--- config.mk ---
export PLATFORM = sky130hd
export DESIGN_NAME = tama_report_scheduler
export DESIGN_NICKNAME = d
export VERILOG_FILES = /design/src/rtl/tama_report_scheduler.sv
export SDC_FILE = /design/constraint.sdc
export NUM_CORES = 1
export LEC_CHECK = 0
export BUFFER_PORTS_ARGS = -buffer_cell sky130_fd_sc_hd__buf_4
export CAP_MARGIN = 10
export CORE_MARGIN = 3
export CORE_UTILIZATION = 43
export CTS_CLUSTER_SIZE = 12
export DETAILED_ROUTE_END_ITERATION = 8
export PLACE_DENSITY = 0.63
export SLEW_MARGIN = 15
export SYNTH_ARGS = -nofsm -noshare
export SYNTH_HDL_FRONTEND = slang
export SYNTH_SLANG_ARGS = --single-unit
--- constraint.sdc ---
create_clock -name clk -period 2.65 [get_ports clk]
set_input_delay 0.53 -clock clk [delete_from_list [all_inputs] [get_ports clk]]
set_output_delay 0.53 -clock clk [all_outputs]
set_load 0.02 [all_outputs]
--- src/rtl/tama_report_scheduler.sv ---
// Report frame scheduler: arbitrates alert / host / periodic reports onto a valid/ready byte stream.
// Build option REPORT_CHECKSUM_EN appends an XOR checksum byte (7-byte frame instead of 6).
module tama_report_scheduler #(
    parameter int unsigned REPORT_PERIOD = 4,
    parameter logic [4:0]  ALERT_LEVEL   = 5'd4
) (
    input  logic       clk,
    input  logic       rst_n,
    input  logic       second,
    input  logic [4:0] hunger,
    input  logic [4:0] happiness,
    input  logic [4:0] hygiene,
    input  logic [4:0] energy,
    input  logic       is_sleeping,
    input  logic       cmd_valid,
    output logic [7:0] tx_data,
    output logic       tx_valid,
    input  logic       tx_ready,
    output logic       busy,
    output logic       alert,
    output logic [7:0] frame_count
);

`ifdef REPORT_CHECKSUM_EN
    localparam int unsigned N_BYTES = 7;
`else
    localparam int unsigned N_BYTES = 6;
`endif
    localparam logic [2:0] LAST_IDX     = 3'(N_BYTES - 1);
    localparam logic [7:0] PERIOD_LAST  = 8'(REPORT_PERIOD - 1);
    localparam logic [7:0] HDR_ALERT    = 8'hAE;
    localparam logic [7:0] HDR_HOST     = 8'hA0;
    localparam logic [7:0] HDR_PERIODIC = 8'hA5;

    typedef enum logic [1:0] {
        IDLE = 2'd0,
        LOAD = 2'd1,
        SEND = 2'd2
    } state_t;

    state_t state_reg, state_next;

    // Index 3 is hunger so that low flag bit3 and the stat byte order line up.
    logic [3:0][4:0] stat_in;
    logic [3:0][4:0] snap_reg;
    logic [3:0]      low_next, low_reg, snap_low_reg;
    logic            snap_sleep_reg;
    logic            alert_pend_reg, host_pend_reg, per_pend_reg;
    logic            alert_set, per_set;
    logic            clr_alert, clr_host, clr_per;
    logic            snap_en, frame_done;
    logic [7:0]      period_cnt_reg;
    logic [7:0]      header_reg, header_next;
    logic [7:0]      frame_count_reg;
    logic [2:0]      idx_reg, idx_next;
    logic [7:0]      frame_byte;

    assign stat_in = {hunger, happiness, hygiene, energy};

    genvar gi;
    generate
        for (gi = 0; gi < 4; gi++) begin : g_low
            assign low_next[gi] = (stat_in[gi] < ALERT_LEVEL);
        end
    endgenerate

    assign alert_set = |(low_next & ~low_reg);
    assign per_set   = second && (period_cnt_reg == PERIOD_LAST);

    always_ff @(posedge clk or negedge rst_n) begin
        if (!rst_n) begin
            state_reg <= IDLE;
        end else begin
            state_reg <= state_next;
        end
    end

    // New events win over a same-cycle clear so no request is ever dropped.
    always_ff @(posedge clk or negedge rst_n) begin
        if (!rst_n) begin
            idx_reg         <= '0;
            header_reg      <= '0;
            low_reg         <= '0;
            alert_pend_reg  <= 1'b0;
            host_pend_reg   <= 1'b0;
            per_pend_reg    <= 1'b0;
            period_cnt_reg  <= '0;
            frame_count_reg <= '0;
            snap_reg        <= '0;
            snap_low_reg    <= '0;
            snap_sleep_reg  <= 1'b0;
        end else begin
            idx_reg        <= idx_next;
            header_reg     <= header_next;
            low_reg        <= low_next;
            alert_pend_reg <= alert_set | (alert_pend_reg & ~clr_alert);
            host_pend_reg  <= cmd_valid | (host_pend_reg & ~clr_host);
            per_pend_reg   <= per_set | (per_pend_reg & ~clr_per);
            if (second) begin
                period_cnt_reg <= (period_cnt_reg == PERIOD_LAST) ? 8'd0 : period_cnt_reg + 8'd1;
            end
            if (frame_done) begin
                frame_count_reg <= frame_count_reg + 8'd1;
            end
            if (snap_en) begin
                snap_reg       <= stat_in;
                snap_low_reg   <= low_reg;
                snap_sleep_reg <= is_sleeping;
            end
        end
    end

    always_comb begin
        state_next  = state_reg;
        idx_next    = idx_reg;
        header_next = header_reg;
        clr_alert   = 1'b0;
        clr_host    = 1'b0;
        clr_per     = 1'b0;
        snap_en     = 1'b0;
        frame_done  = 1'b0;
        tx_valid    = 1'b0;
        tx_data     = 8'h00;
        case (state_reg)
            IDLE: begin
                if (alert_pend_reg || host_pend_reg || per_pend_reg) begin
                    state_next = LOAD;
                end
            end
            LOAD: begin
                state_next = SEND;
                idx_next   = '0;
                snap_en    = 1'b1;
                if (alert_pend_reg) begin
                    clr_alert   = 1'b1;
                    header_next = HDR_ALERT;
                end else if (host_pend_reg) begin
                    clr_host    = 1'b1;
                    header_next = HDR_HOST;
                end else begin
                    clr_per     = 1'b1;
                    header_next = HDR_PERIODIC;
                end
            end
            SEND: begin
                tx_valid = 1'b1;
                tx_data  = frame_byte;
                if (tx_ready) begin
                    if (idx_reg == LAST_IDX) begin
                        idx_next   = '0;
                        state_next = IDLE;
                        frame_done = 1'b1;
                    end else begin
                        idx_next = idx_reg + 3'd1;
                    end
                end
            end
            default: state_next = IDLE;
        endcase
    end

`ifdef REPORT_CHECKSUM_EN
    logic [7:0] checksum;
    assign checksum = header_reg ^ {3'b000, snap_reg[3]} ^ {3'b000, snap_reg[2]}
                    ^ {3'b000, snap_reg[1]} ^ {3'b000, snap_reg[0]}
                    ^ {3'b000, snap_sleep_reg, snap_low_reg};
`endif

    always_comb begin
        frame_byte = 8'h00;
        case (idx_reg)
            3'd0: frame_byte = header_reg;
            3'd1: frame_byte = {3'b000, snap_reg[3]};
            3'd2: frame_byte = {3'b000, snap_reg[2]};
            3'd3: frame_byte = {3'b000, snap_reg[1]};
            3'd4: frame_byte = {3'b000, snap_reg[0]};
            3'd5: frame_byte = {3'b000, snap_sleep_reg, snap_low_reg};
`ifdef REPORT_CHECKSUM_EN
            3'd6: frame_byte = checksum;
`endif
            default: frame_byte = 8'h00;
        endcase
    end

    assign busy        = (state_reg != IDLE);
    assign alert       = |low_reg;
    assign frame_count = frame_count_reg;

endmodule

## Yosys cells after proc, flatten, opt, wreduce, memory -nomap -nowiden

Cells that the tools add are included.

- Equal/unequal tests: 11
- Magnitude comparators: 4
- Muxes and demuxes: 25
- Add/sub/neg operators: 3
- Reductions and logical operators: 11
- Bitwise logic cells: 11

Operators by type and width:

| operator | count |
|---|---|
| 8-bit case mux with 6 select lines | 1 |
| 5-bit by 3-bit less-than comparator with 1-bit output, second input constant | 4 |
| 8-bit by 1-bit adder with 8-bit output, second input constant | 2 |
| 8-bit 2-to-1 mux | 2 |
| 1-bit 2-to-1 mux | 13 |
| 3-bit 2-to-1 mux | 3 |
| 8-bit by 2-bit equality test with 1-bit output, second input constant | 1 |
| 4-bit OR reduction | 2 |
| 3-bit by 2-bit equality test with 1-bit output, second input constant | 2 |
| 3-bit equality test, second input constant | 2 |
| 2-bit 2-to-1 mux | 3 |
| 2-bit != test, second input constant | 3 |
| 2-bit case mux with 3 select lines | 1 |
| 3-bit case mux with 2 select lines | 1 |
| 4-bit AND | 1 |
| 4-bit 2-to-1 mux | 1 |
| 4-bit inverter | 1 |
| 2-bit nonzero test | 2 |
| 3-bit by 1-bit adder with 3-bit output, second input constant | 1 |
| 1-bit AND | 3 |
| 3-bit by 1-bit equality test with 1-bit output, second input constant | 1 |
| 3-bit zero test | 1 |
| 1-bit inverter | 3 |
| 1-bit bitwise OR | 3 |
| other kinds (7) | 8 |

- Flip-flop bits (word level): 61

## Depth between registers and ports, before layout

- Depth in word-level cells: 6
- Gate-level depth with buffers: 7

## Worst setup path before layout

OpenSTA, ideal clock, no wires.

- Kind: flip-flop to output port
- Start: register idx_reg[0]
- End: output tx_data[1]
- Buffers on the path: 2
- Stages on the path, launching flop included: 8
- Setup slack: 354 ps
- Arrival: 1766 ps
- Cells stage by stage: dfrtp_1 > buf_2 > clkbuf_1 > and2_1 > ha_1 > nand2b_1 > o21ai_0 > a31oi_1

- Cells in the longest elaborated chain, start to end: 3

Ends and longest elaborated chain:

| what | RTL line | RTL |
|---|---|---|
| start: declaration | 55 | `logic [2:0] idx_reg, idx_next;` |
| start signal: assignment | 93 | `idx_reg <= idx_next;` |
| 3-bit equality test (tied with other cells) | 171 | `case (idx_reg)` |
| 8-bit case mux with 6 select lines (*) | 171 |  |
| 8-bit 2-to-1 mux (*) | 124 | `case (state_reg)` |
| end: declaration | 16 | `output logic [7:0] tx_data,` |

Every way passes the cells marked *; elsewhere a longest branch is shown, timed or not.

## Final worst setup path

- Start: register idx_reg[2]
- End: output tx_data[2]

The elaborated chain is that of the path after synthesis.

==> results.toml <==
[detailed_routing]
routed_wl_mm = 5.78
detail_route.first_pass.iterations = 4
route.met2.wl_mm = 2.50
violation_count_after_the_first_detailed_route_iteration = 103
remaining_number_of_nets_flagged_by_the_antenna_check_after_routing = 0
avgViaCountPerCell = 5.20
routed-wl-met3_microns = 307
via_count = 2069
routedWlPerCell_microns = 14.5
remaining_drc_errors = 0
maxUsedRoutingLayer = "met4"
drt-met1-wl_mm = 2.90

[critical_path]
timing.setup.critical_path_class = "reg -> out"
cp-end-kind = "primary output"
stage_delay_of_the_slowest_cell_on_the_critical_path_ps = 360
cell_by_cell_trace_of_the_critical_path = "buf_4 > mux2_2 > a222oi_1 > a21oi_1 > buf_4"
cp_data_required_time_ps = 2120
critical-path-slowest-cell = "sky130_fd_sc_hd__a222oi_1"
worst_setup_path_start_kind = "register"
critPathMostFrequentCell = "sky130_fd_sc_hd__buf_4"
timing.critical_path.fanout_max = 12
data_arrival_time_at_the_worst_slack_endpoint_ps = 1880

[yosys]
post_synth_main_area_contributors = "sky130_fd_sc_hd__dfrtp_1, sky130_fd_sc_hd__nand2_1, sky130_fd_sc_hd__xnor2_1"
synth_enable_flop_cells = 0
seq_area_frac_synth_pct = 54.0
post_synth_num_cell_types = 46
synth_area_leader = "sky130_fd_sc_hd__dfrtp_1"
synth_area_sq_um = 2640
synthesis_warning_total = 0
postSynthAreaPerCell_sq_um = 9.54
syn-num-nets = 306
synth_register_bits = 57
netlist_instances = 277
ys_async_sr_fraction_pct = 100
synthFlopType = "sky130_fd_sc_hd__dfrtp_1"
post-synth-top-area-fraction_pct = 54.0

[placement]
dpl.hpwl_mm = 4.09
detailedPlace.worstSlack_ps = 454
gp_congestion = 0.832
port_buffers = 43
postPlaceCellArea_sq_um = 3010

[global_routing]
first_pass_grt_wire_length_mm = 10.0
first_global_vias = 2097
grt-ovfl-total = 0
antenna_found_initial = 0
global_route.usage.total_pct = 17.9
pin_count_of_the_biggest_net_entering_global_routing = 58

[clocking]
worst_setup_hold_path_clk_slew_ps = 60
clk_path_buf_depth = 2
ctsRootBufferMaster = "sky130_fd_sc_hd__clkbuf_8"
cts-buffers-inserted = 9
cts_tree = "yes"
clkSinkCount = 57
clock_insertion_delay_worst_skew_ps = 330
cts-htree-levels = 3

[power_and_ir_drop]
worst_ir_drop_vdd_mv = 0.432
power_leakage_nw = 1.59
fin_total_pwr_mw = 3.30
power_density_nw_per_um2 = 1030

[floorplanning]
core_region_area_sq_um = 5710
dieHeight_microns = 84.4
die-area_sq_um = 7120
effective_utilization_at_floorplan_pct = 46.3
num_rows = 27
dieWidth_microns = 84.4
top_level_ports = 45

[hold_path]
min-delay-path-class = "in -> async"

[sta]
setup_repair_after_global_routing_missed_its_margin = "false"
achievable-frequency_ghz = 0.414
setup_viol = 0
layout_setup_ws_ps = 236
maxSlewViolCount = 0
timing.slew.headroom_pct = 52.3
hold_viol = 0
worst_slew_pin_slew_ps = 715
fin_setup_tns_ps = 0
layout_worst_path_cycle_share_pct = 91.1
skew_ps = 4.75
finalWorstPathRequiredPeriod_ps = 2410

[layout]
final_net_count = 350
final_cell_area_sq_um = 3210
insertedDiodeCount = 0
final_core_utilization_pct = 56.3
filler_cell_count = 523
largest_register_ffs = 20
final_layout_size_suffix_gt1_share_pct = 21.5
syn2layout_area_growth_pct = 21.7

[run]
maxCapViolCount = 0

[status]
status = "completed"
[logic make-up after synthesis]
group           share of synthesized area [%]
fa+ha+maj                                1.42
xor+xnor                                 3.98
mux                                      2.23
compound gates                           9.05
simple gates                             25.2
other cells                             0.142
flops                                    54.0
buf+inv                                  3.93
[placed cells by master, fill, tap and decap left out, types with 5 or more instances in the layout]
master,netlist,layout
sky130_fd_sc_hd__nand3_1,6,6
sky130_fd_sc_hd__nand2b_1,6,6
sky130_fd_sc_hd__buf_4,2,48
sky130_fd_sc_hd__a21o_1,5,5
sky130_fd_sc_hd__inv_1,5,5
sky130_fd_sc_hd__dfrtp_1,57,57
sky130_fd_sc_hd__nand2_1,93,93
sky130_fd_sc_hd__nand4_1,7,7
sky130_fd_sc_hd__xnor2_1,11,11
sky130_fd_sc_hd__a21oi_1,6,6
sky130_fd_sc_hd__nor3_1,7,7
sky130_fd_sc_hd__clkbuf_8,0,12
[cell usage after synthesis, types with 2 or more instances]
master,n
sky130_fd_sc_hd__nand2_1,93
sky130_fd_sc_hd__dfrtp_1,57
sky130_fd_sc_hd__xnor2_1,11
sky130_fd_sc_hd__nand4_1,7
sky130_fd_sc_hd__nor3_1,7
sky130_fd_sc_hd__a21oi_1,6
sky130_fd_sc_hd__clkbuf_1,6
sky130_fd_sc_hd__nand2b_1,6
sky130_fd_sc_hd__nand3_1,6
sky130_fd_sc_hd__a21o_1,5
sky130_fd_sc_hd__buf_2,5
sky130_fd_sc_hd__inv_1,5
sky130_fd_sc_hd__o21ai_0,5
sky130_fd_sc_hd__a31oi_1,4
sky130_fd_sc_hd__and3_1,4
sky130_fd_sc_hd__nor2_1,4
sky130_fd_sc_hd__nor4_1,4
sky130_fd_sc_hd__ha_1,3
sky130_fd_sc_hd__mux2_2,3
sky130_fd_sc_hd__a222oi_1,2
sky130_fd_sc_hd__a22o_1,2
sky130_fd_sc_hd__a32o_1,2
sky130_fd_sc_hd__a32oi_1,2
sky130_fd_sc_hd__and2_1,2
sky130_fd_sc_hd__and4_1,2
sky130_fd_sc_hd__buf_4,2
sky130_fd_sc_hd__buf_6,2
sky130_fd_sc_hd__or4_1,2
[worst paths after layout]
kind                       slack, ps        endpoint  cells past startpoint          start
max                              240      tx_data[2]                      5     idx_reg[2]
min                              250      low_reg[1]                      1          rst_n
max reg2reg                      920  frame_count[1]                      4     idx_reg[1]
min reg2reg                      470   header_reg[5]                      1  header_reg[5]
max in group asynchronous       1930  frame_count[5]                      1          rst_n
min in group clk                 370      low_reg[3]                      2      hunger[2]
[cell type report]
class / instances / area, sq um / share of cell area (%)
multi-input cells: 200 / 1110 / 34.6
inverters: 5 / 18.8 / 0.584
well taps: 72 / 90.1 / 2.80
flip-flops and latches: 57 / 1430 / 44.4
repair buffers: 48 / 360 / 11.2
clock buffers: 14 / 173 / 5.37
clock inverters: 2 / 35.0 / 1.09
[routing by layer]
metal | GRT usage, % | vias to the layer above
met4 | 4.89 | 0
met3 | 6.97 | 7
met1 | 25.7 | 986
met5 | 0 | -
li1 | - | 1031
met2 | 25.4 | 45
[power by group]
group,leakage [nW],internal [mW],switching (mW)
registers,0.724,1.15,0.211
logic,0.765,0.455,0.661
clock network,0.107,0.510,0.322
total,1.59,2.11,1.19
[through the flow]
step	std cells	hold slack (ps)
2_1_floorplan	277	234
3_3_place_gp	382	449
3_5_place_dp	382	456
4_1_cts	398	267
5_1_grt	398	282
6_report	398	250
[critical path, delay by kind of cell (launching register included)]
kind	cells	cell delay, ps
AO/OA/AOI/OAI	2	500
buffers and inverters	2	360
flip-flops	1	340
multiplexers	1	340
[what timing repair did]
item	CTS	global route
resized for setup	0	1
hold buffers	0	0
setup endpoints to repair	0	5
setup buffers	0	0
No activity file was read; power rests on OpenSTA's default activity.
